<file path="src/rtl/fetch_if.sv">
// fetch_if: hazard/execute-side controls and fetch-side outputs of the fetch stage.
interface fetch_if;
  logic        Stall_En;
  logic        Redirect_E;
  logic [31:0] Redirect_PC_E;
  logic        Update_En_E;
  logic [31:0] Update_PC_E;
  logic [31:0] Update_Target_E;
  logic        Update_Taken_E;
  logic [31:0] PC_F;
  logic [31:0] PC_Plus_4_F;
  logic        Predict_Taken_F;
  logic        Valid_F;
  modport master (
    output Stall_En, Redirect_E, Redirect_PC_E, Update_En_E, Update_PC_E, Update_Target_E, Update_Taken_E,
    input  PC_F, PC_Plus_4_F, Predict_Taken_F, Valid_F
  );
  modport slave (
    input  Stall_En, Redirect_E, Redirect_PC_E, Update_En_E, Update_PC_E, Update_Target_E, Update_Taken_E,
    output PC_F, PC_Plus_4_F, Predict_Taken_F, Valid_F
  );
endinterface

</file>
<file path="src/rtl/fetch_unit.sv">
// fetch_unit: RV32i fetch stage with PC register and direct-mapped BTB of 2-bit counters.
module fetch_unit #(
  parameter logic [31:0] RESET_PC    = 32'h0000_0000,
  parameter int          BTB_ENTRIES = 16
) (
  input logic   CLK,
  input logic   RST,
  fetch_if.slave bus
);
  localparam int IDX = $clog2(BTB_ENTRIES);
  localparam int TW  = 30 - IDX;
  logic [31:0]            pc_q, pc_d;
  logic                   valid_q;
  logic [BTB_ENTRIES-1:0] v;
  logic [TW-1:0]          tag [BTB_ENTRIES];
  logic [29:0]            tgt [BTB_ENTRIES];
  logic [1:0]             ctr [BTB_ENTRIES];
  logic [IDX-1:0]         lidx, uidx;
  logic                   hit, pred, uhit, unused_bits;
  logic [1:0]             uc, uc_n;
  assign lidx = pc_q[IDX+1:2];
  assign uidx = bus.Update_PC_E[IDX+1:2];
  assign hit  = v[lidx] && tag[lidx] == pc_q[31:IDX+2];
  assign pred = hit && ctr[lidx][1] && valid_q;
  assign uhit = v[uidx] && tag[uidx] == bus.Update_PC_E[31:IDX+2];
  assign uc   = ctr[uidx];
  assign uc_n = bus.Update_Taken_E ? (uc == 2'b11 ? uc : uc + 2'b01)
                                   : (uc == 2'b00 ? uc : uc - 2'b01);
  assign unused_bits = ^{bus.Update_PC_E[1:0], bus.Update_Target_E[1:0]};
  // The first edge out of reset only raises valid; the reset PC itself is fetched next.
  always_comb
    pc_d = !valid_q        ? pc_q :
           bus.Redirect_E  ? bus.Redirect_PC_E :
           bus.Stall_En    ? pc_q :
           pred            ? {tgt[lidx], 2'b00} :
                             pc_q + 32'd4;
  always_ff @(posedge CLK or posedge RST)
    if (RST) begin
      pc_q    <= RESET_PC;
      valid_q <= 1'b0;
      v       <= '0;
    end else begin
      pc_q    <= pc_d;
      valid_q <= 1'b1;
      if (bus.Update_En_E && bus.Update_Taken_E) v[uidx] <= 1'b1;
    end
  always_ff @(posedge CLK)
    if (bus.Update_En_E) begin
      if (uhit) ctr[uidx] <= uc_n;
      else if (bus.Update_Taken_E) begin
        ctr[uidx] <= 2'b10;
        tag[uidx] <= bus.Update_PC_E[31:IDX+2];
      end
      if (bus.Update_Taken_E) tgt[uidx] <= bus.Update_Target_E[31:2];
    end
  assign bus.PC_F            = pc_q;
  assign bus.PC_Plus_4_F     = pc_q + 32'd4;
  assign bus.Predict_Taken_F = pred;
  assign bus.Valid_F         = valid_q;
endmodule
</file>
<file path="src/flat_wrapper.sv">
// flat-port wrapper written by rule: the top's interface ports become plain ports
module fetch_unit_flat 
#(
  parameter logic [31:0] RESET_PC    = 32'h0000_0000,
  parameter int          BTB_ENTRIES = 16
)
  (CLK, RST, bus_Stall_En, bus_Redirect_E, bus_Redirect_PC_E, bus_Update_En_E, bus_Update_PC_E, bus_Update_Target_E, bus_Update_Taken_E, bus_PC_F, bus_PC_Plus_4_F, bus_Predict_Taken_F, bus_Valid_F);
  fetch_if bus_i ();
  input logic CLK;
  input logic RST;
  input wire logic [$bits(bus_i.Stall_En)-1:0] bus_Stall_En;
  input wire logic [$bits(bus_i.Redirect_E)-1:0] bus_Redirect_E;
  input wire logic [$bits(bus_i.Redirect_PC_E)-1:0] bus_Redirect_PC_E;
  input wire logic [$bits(bus_i.Update_En_E)-1:0] bus_Update_En_E;
  input wire logic [$bits(bus_i.Update_PC_E)-1:0] bus_Update_PC_E;
  input wire logic [$bits(bus_i.Update_Target_E)-1:0] bus_Update_Target_E;
  input wire logic [$bits(bus_i.Update_Taken_E)-1:0] bus_Update_Taken_E;
  output wire logic [$bits(bus_i.PC_F)-1:0] bus_PC_F;
  output wire logic [$bits(bus_i.PC_Plus_4_F)-1:0] bus_PC_Plus_4_F;
  output wire logic [$bits(bus_i.Predict_Taken_F)-1:0] bus_Predict_Taken_F;
  output wire logic [$bits(bus_i.Valid_F)-1:0] bus_Valid_F;
  assign bus_i.Stall_En = bus_Stall_En;
  assign bus_i.Redirect_E = bus_Redirect_E;
  assign bus_i.Redirect_PC_E = bus_Redirect_PC_E;
  assign bus_i.Update_En_E = bus_Update_En_E;
  assign bus_i.Update_PC_E = bus_Update_PC_E;
  assign bus_i.Update_Target_E = bus_Update_Target_E;
  assign bus_i.Update_Taken_E = bus_Update_Taken_E;
  assign bus_PC_F = bus_i.PC_F;
  assign bus_PC_Plus_4_F = bus_i.PC_Plus_4_F;
  assign bus_Predict_Taken_F = bus_i.Predict_Taken_F;
  assign bus_Valid_F = bus_i.Valid_F;
  fetch_unit #(.RESET_PC(RESET_PC), .BTB_ENTRIES(BTB_ENTRIES)) u_core (.CLK(CLK), .RST(RST), .bus(bus_i));
endmodule
</file>
<file path="config.mk">
export PLATFORM = sky130hd
export DESIGN_NAME = fetch_unit_flat
export DESIGN_NICKNAME = d
export VERILOG_FILES = /design/src/rtl/fetch_if.sv /design/src/rtl/fetch_unit.sv /design/src/flat_wrapper.sv
export SDC_FILE = /design/constraint.sdc
export NUM_CORES = 1
export LEC_CHECK = 0
export CORE_ASPECT_RATIO = 0.7
export CORE_MARGIN = 10
export CORE_UTILIZATION = 40
export DETAILED_ROUTE_END_ITERATION = 10
export GPL_ROUTABILITY_DRIVEN = 0
export HOLD_SLACK_MARGIN = 0.02
export SLEW_MARGIN = 20
export SYNTH_ARGS = -nofsm -noshare
export SYNTH_HDL_FRONTEND = slang
export SYNTH_SLANG_ARGS = --single-unit
</file>
<file path="constraint.sdc">
create_clock -name CLK -period 8.17 [get_ports CLK]
set_input_delay 0.817 -clock CLK [delete_from_list [all_inputs] [get_ports CLK]]
set_output_delay 0.817 -clock CLK [all_outputs]
set_load 0.05 [all_outputs]
</file>
==> results of run 1 <==
==> cell usage after synthesis, types with 6 or more instances <==
cell	count
a211oi_1	6
o211a_1	13
inv_1	18
o21ai_0	19
nand2b_1	6
mux4_2	353
mux2i_1	130
a21oi_1	46
a22oi_1	33
nand2_1	41
nand3_1	22
buf_4	6
buf_2	39
buf_1	20
nor2b_1	7
xnor2_1	54
edfxtp_1	928
or2_2	19
nor4_1	7
o22a_1	7
dfrtp_1	49
mux2_2	8
o21ai_1	40
o221ai_1	7
and3_1	35
nor2_1	50
clkbuf_1	80
nor3_1	29
buf_6	14
xor2_1	10
a22o_1	7
nand4_1	15
==> kinds of logic after synthesis <==
| group | count (synthesis) | synth area share [%] |
|---|---|---|
| compound gates | 231 | 3.73 |
| flops | 977 | 67.8 |
| simple gates | 258 | 3.20 |
| fa+ha+maj | 1 | 0.0292 |
| other cells | 1 | 0.00875 |
| mux | 492 | 21.8 |
| xor+xnor | 64 | 1.31 |
| buf+inv | 182 | 2.07 |
==> registers in the layout (all words and copies together) (netlist names) <==
signal and count:
u_core.bus.PC_F 32, u_core.tag 416, u_core.v 16, u_core.bus.Valid_F 1
u_core.ctr 32, u_core.tgt 480
==> layer usage <==
metal  up-vias  GRT usage, %  wire [um]
met5         -             0        106
met4        16          5.71       3340
met3       202          4.93      12100
met2      1264          32.2      59300
met1     12600          29.0      52500
li1       9649             -          -
==> final timing paths <==
kind                                    start                   to  cells past startpoint
max                        u_core.bus.PC_F[3]  bus_PC_Plus_4_F[28]                     10
min                              u_core.v[12]         u_core.v[12]                      1
max reg2reg                u_core.bus.PC_F[2]   u_core.bus.PC_F[2]                     10
min reg2reg                      u_core.v[12]         u_core.v[12]                      1
max in group asynchronous                 RST   u_core.bus.PC_F[4]                      3
min in group asynchronous                 RST  u_core.bus.PC_F[25]                      3
==> power by group <==
group / switching (mW) / internal [mW] / leakage [nW] / total, mW
registers: 0.177 / 5.58 / 8.95 / 5.76
clock network: 1.91 / 2.31 / 1.44 / 4.21
logic: 1.12 / 0.801 / 5.21 / 1.92
==> worst max-delay path, cell delays in order (launching register included) <==
cell	delay [ns]
dfrtp_4	0.80
buf_12	0.60
ha_1	0.48
nand2_1	0.15
nor3_1	0.68
and4_1	0.37
nand4_1	0.18
nor2_1	0.26
nand2_1	0.10
xnor2_1	0.31
clkdlybuf4s50_1	0.88
==> final cells by class <==
| type | instances | share of cell area [%] |
|---|---|---|
| Antenna cell | 4 | 0.0203 |
| Tap cell | 1428 | 3.62 |
| Timing Repair Buffer | 244 | 4.60 |
| Clock buffer | 131 | 5.26 |
| Sequential cell | 977 | 59.0 |
| Clock inverter | 50 | 0.758 |
| Inverter | 21 | 0.162 |
| Multi-Input combinational cell | 1047 | 26.6 |
==> through the flow <==
| stage | hold WS (ns) | cell area [sq um] |
|---|---|---|
| floorplan | 0.449 | 42900 |
| global placement | 0.489 | 46300 |
| detailed placement | 0.504 | 46300 |
| CTS | 0.517 | 49300 |
| global route | 0.531 | 49300 |
| finish | 0.524 | 49300 |
==> results.py, run 1 <==
metrics = {
    "critical_path": {
        "cp-start-kind": "flop",
        "critical_path_arrival_ns": 5.51,
        "worst-r2r-setup-slack_ns": 3.35,
        "critical_path.max_fanout": 124,
        "worst-setup-path-type": "reg -> out",
        "worst_path_required_ns": 7.35,
        "worstSetupEndpointType": "primary output",
    },
    "routing": {
        "ant_nets": 0,
        "firstDrtPassIters": 5,
        "first_iter_violations": 3143,
        "wl_um": 127000,
        "avgRoutedWirePerCell_um": 32.6,
        "routed-via-count": 23800,
        "number_of_remaining_drc_errors": 0,
        "route.detailed.vias_per_inst": 6.09,
    },
    "timing": {
        "timing_worst_slew_pin_value_ns": 1.12,
        "final_hold_viol_count": 0,
        "timing.setup.tns_ns": 0,
        "final_critical_period_ns": 6.33,
        "fmaxAchievable_mhz": 158,
        "postLayoutSetupSlackWorst_ns": 1.84,
        "report.final.slew_viol_count": 0,
        "period_share_pct": 77.5,
        "timing.final.setup_violations": 0,
        "slew_headroom_pct": 24.7,
        "grt_setup_unrepaired": "false",
        "finClkSkew_ns": 0.0182,
    },
    "clocking": {
        "clock_tree.root_cell": "clkbuf_16",
        "postCtsSetupBuffers": 0,
        "numCtsBuffers": 97,
        "post_cts_resized": 0,
        "ctsHtreeMaxLevel": 3,
        "holdBufCountCts": 0,
        "clkSlewWorstSetupHoldPaths_ns": 0.06,
        "cts.sink_count": 977,
        "cts_tree": "built",
        "clk_latency_ns": 0.68,
        "cts.path.max_buffers": 3,
    },
    "final_layout": {
        "seqCellArea_sq_um": 29100,
        "fillerInstances": 8908,
        "multiInputGateArea_sq_um": 13100,
        "number_of_standard_cells_in_the_layout_taps_in_and_fillers_out": 3902,
        "final_cell_mix": "928 x edfxtp_1, 353 x mux4_2, 159 x clkdlybuf4s50_1, 130 x mux2i_1, 97 x clkbuf_16",
        "layout.cells.most_common": "edfxtp_1",
        "layout-area-overhead-vs-synth_pct": 15.0,
        "final_core_utilization_pct": 46.4,
        "final_nets": 2491,
        "layout-drive-gt1-share_pct": 26.0,
    },
    "yosys": {
        "synth.lib_cells_used.distinct": 75,
        "netlist_instances": 2206,
        "post_syn_area_per_cell_sq_um": 19.4,
        "async_flop_share_pct": 5.02,
        "synth_fp_nets": 2309,
        "synthDominantAreaCellType": "edfxtp_1",
        "synth_edf_count": 928,
        "synth_seq_area_share_pct": 67.8,
        "yosysWarnings": 0,
        "yosys.area.top_type_share_pct": 65.0,
        "synth_top_cells_by_area": "edfxtp_1 65%, mux4_2 19%, mux2i_1 3.0%",
        "synth_top_flop_cell": "edfxtp_1",
        "yosys_register_bits": 977,
        "mappedNetlistArea_sq_um": 42900,
    },
    "floorplanning": {
        "design.core.area_sq_um": 106000,
        "die_width_um": 411,
        "die_height_um": 294,
        "initial_core_util_pct": 40.3,
        "std_cell_rows": 100,
        "io_pins": 168,
        "dieArea_sq_um": 121000,
    },
    "grt": {
        "initial_antenna_violation_count": 15,
        "maximum_number_of_pins_on_one_net_before_global_route_repair": 125,
        "grt_pass1_wl_um": 181000,
        "via_count_of_the_first_global_routing_pass": 24200,
        "globalRouteOverflowTotal": 0,
        "globalRouteTotalUtil_pct": 20.7,
    },
    "outcome": {
        "outcome": "finished clean",
    },
    "power_and_ir_drop": {
        "power_leakage_nw": 15.6,
        "power-per-cell-area_nw_per_um2": 241,
        "vdd_ir_drop_max_v": 0.000160,
        "totalPowerFinal_mw": 11.9,
    },
    "min_path": {
        "hp-class": "reg -> reg",
    },
    "flow_run": {
        "cap_viol_max_count": 0,
    },
    "placement": {
        "port-buffer-count": 163,
        "post_place_worst_slack_ns": 2.11,
        "detailed_place_hpwl_um": 76700,
        "placed_cells_incl_taps": 3717,
    },
}
Note: power is estimated with default switching activity, not from simulation.
==> run 2, diff against run 1 <==
Clock period 8.17 ns to 5.2 ns, I/O delays scaled along.
==> run 2 against run 1 <==
Effect of this change:
- routed wire length is 1.7% higher
- sequential share of layout area is 1.3 points lower
- non-clock buffer count is 42 higher
- clock skew is 0.010 ns higher
- clock power is 67% higher
- via count is 1.6% higher
- final area is 2.2% higher
- critical path depth is 2 higher
- cell count is 0.97% higher
- utilization is 1.0 points higher
- highest routed layer unchanged
==> results.py, run 2 (synthesized netlist as in run 1, its figures left out) <==
metrics = {
    "outcome": {
        "outcome": "finished clean",
    },
    "floorplanning": {
        "dieArea_sq_um": 121000,
        "initial_core_util_pct": 40.3,
        "design.core.area_sq_um": 106000,
        "io_pins": 168,
        "die_height_um": 294,
        "std_cell_rows": 100,
        "die_width_um": 411,
    },
    "grt": {
        "initial_antenna_violation_count": 13,
        "via_count_of_the_first_global_routing_pass": 24300,
        "maximum_number_of_pins_on_one_net_before_global_route_repair": 95,
        "globalRouteOverflowTotal": 0,
        "globalRouteTotalUtil_pct": 21.1,
        "grt_pass1_wl_um": 184000,
    },
    "routing": {
        "first_iter_violations": 3269,
        "routed-via-count": 24200,
        "ant_nets": 0,
        "number_of_remaining_drc_errors": 0,
        "avgRoutedWirePerCell_um": 32.8,
        "wl_um": 129000,
        "route.detailed.vias_per_inst": 6.13,
        "firstDrtPassIters": 10,
    },
    "critical_path": {
        "critical-path-top-delay-family": "simple AND/OR/NAND/NOR gates",
        "critical_path.max_fanout": 12,
        "timing.critical_path.cells": "buf_4 > nor2_1 > buf_4 > a22oi_1 > o221ai_1 > xnor2_1 > nor4_1 > nand3_1 > nor2_1 > nor4b_2 > and2_1 > buf_12",
        "cpPeakStageDelay_ns": 0.68,
        "cp-start-kind": "flop",
        "worst-setup-path-type": "reg -> out",
        "worstSetupEndpointType": "primary output",
        "critical_path_arrival_ns": 4.57,
        "worstPathBufferInverterCount": 3,
        "slowest_stage_cell_cp": "dfrtp_4",
        "worst_path_required_ns": 4.68,
    },
    "timing": {
        "fmaxAchievable_mhz": 196,
        "final_hold_viol_count": 0,
        "final_critical_period_ns": 5.09,
        "timing.setup.tns_ns": 0,
        "report.final.slew_viol_count": 0,
        "grt_setup_unrepaired": "false",
        "timing.final.setup_violations": 0,
        "timing_worst_slew_pin_value_ns": 1.12,
        "period_share_pct": 97.9,
        "slew_headroom_pct": 25.3,
        "worst_hold_slack_ns": 0.360,
        "finClkSkew_ns": 0.0284,
    },
    "final_layout": {
        "final_cell_mix": "928 x edfxtp_1, 353 x mux4_2, 149 x clkdlybuf4s50_1, 130 x mux2i_1, 98 x clkbuf_16",
        "layout-area-overhead-vs-synth_pct": 17.6,
        "largest_register": "u_core.tgt",
        "fillerInstances": 8778,
        "final_nets": 2534,
        "layout.cells.most_common": "edfxtp_1",
        "reg_top3": "u_core.tgt x480, u_core.tag x416",
        "largest_reg_flops": 480,
        "layout.cell_area.non_filler_sq_um": 50400,
        "seqCellArea_sq_um": 29100,
        "layout-drive-gt1-share_pct": 28.2,
        "multiInputGateArea_sq_um": 13100,
    },
    "clocking": {
        "cts_tree": "built",
        "ctsHtreeMaxLevel": 3,
        "cts.path.max_buffers": 3,
        "numCtsBuffers": 98,
        "clkSlewWorstSetupHoldPaths_ns": 0.06,
        "cts.sink_count": 977,
        "clk_latency_ns": 0.69,
        "clock_tree.root_cell": "clkbuf_16",
        "holdBufCountCts": 0,
    },
    "placement": {
        "detailed_place_hpwl_um": 81100,
        "area_of_placed_instances_sq_um": 47100,
        "port-buffer-count": 163,
    },
    "power_and_ir_drop": {
        "power-per-cell-area_nw_per_um2": 382,
        "seq_power_share_pct": 46.8,
        "switching_power_mw": 5.17,
        "power.switching_fraction_pct": 26.8,
        "power_leakage_nw": 16.1,
        "power.internal_mw": 14.1,
        "pwr-share-comb_pct": 16.6,
        "vdd_ir_drop_max_v": 0.000255,
        "clock_power_share_pct": 36.6,
    },
    "flow_run": {
        "cap_viol_max_count": 0,
    },
    "min_path": {
        "hp-class": "in -> async",
    },
}
## run 2: worst paths after layout
kind	start	to	slack [ns]	cells past startpoint
max in group asynchronous	RST	u_core.bus.PC_F[3]	4.25	3
min	RST	u_core.bus.PC_F[24]	0.36	3
min reg2reg	u_core.v[15]	u_core.v[15]	0.50	1
min in group CLK	u_core.v[15]	u_core.v[15]	0.50	1
max	u_core.bus.PC_F[4]	bus_Predict_Taken_F	0.11	12
max reg2reg	u_core.tag[4][1]	u_core.tag[8][11]	0.95	13
## run 2: area by class of cell
class / instances / area share (%)
Sequential cell: 977 / 57.7
Multi-Input combinational cell: 1047 / 26.0
Timing Repair Buffer: 286 / 6.19
Clock buffer: 124 / 5.18
Tap cell: 1428 / 3.54
Clock inverter: 54 / 1.17
Inverter: 21 / 0.159
Antenna cell: 3 / 0.0149
## run 2: timing repair
action / in CTS / in global routing
gates resized for setup: 1 / 2
endpoints found under the setup margin: 1 / 1
buffers inserted: 2 / 1
pin swaps: 0 / 0
## run 2: tightest hold or removal path, delay by kind of cell
| kind | cells | cell delay, ns |
|---|---|---|
| buffers and inverters | 3 | 1.02 |
## run 2: per-stage QoR
step / util (%) / power [mW] / cells / setup slack, ns
after detailed placement: 44.3 / 12.3 / 3756 / 0.144
after CTS: 47.4 / 19.3 / 3936 / 0.0111
after global routing: 47.4 / 19.9 / 3940 / 0.0286
final: 47.4 / 19.3 / 3940 / 0.109
after floorplan: - / 11.0 / 2206 / 0.0267
after global placement: 44.3 / 12.3 / 3756 / 0.0587
## run 2: power by group through the flow
stage	Clock, mW	Combinational (mW)	Sequential, mW
6_report	7.05	3.20	9.02
2_1_floorplan	0	1.91	9.13
3_3_place_gp	0	3.10	9.19
4_1_cts	7.16	3.17	9.02
5_1_grt	7.49	3.36	9.03
3_5_place_dp	0	3.12	9.19
## run 2: routing by layer
layer	part of all wire (%)	vias to the layer above	GRT usage [%]	wire length, um
li1	-	9733	-	-
met1	43	12900	30.6	55000
met2	44	1270	30.8	57000
met3	11	217	6.06	13800
met4	2.7	8	5.53	3470
met5	0.034	-	0	44
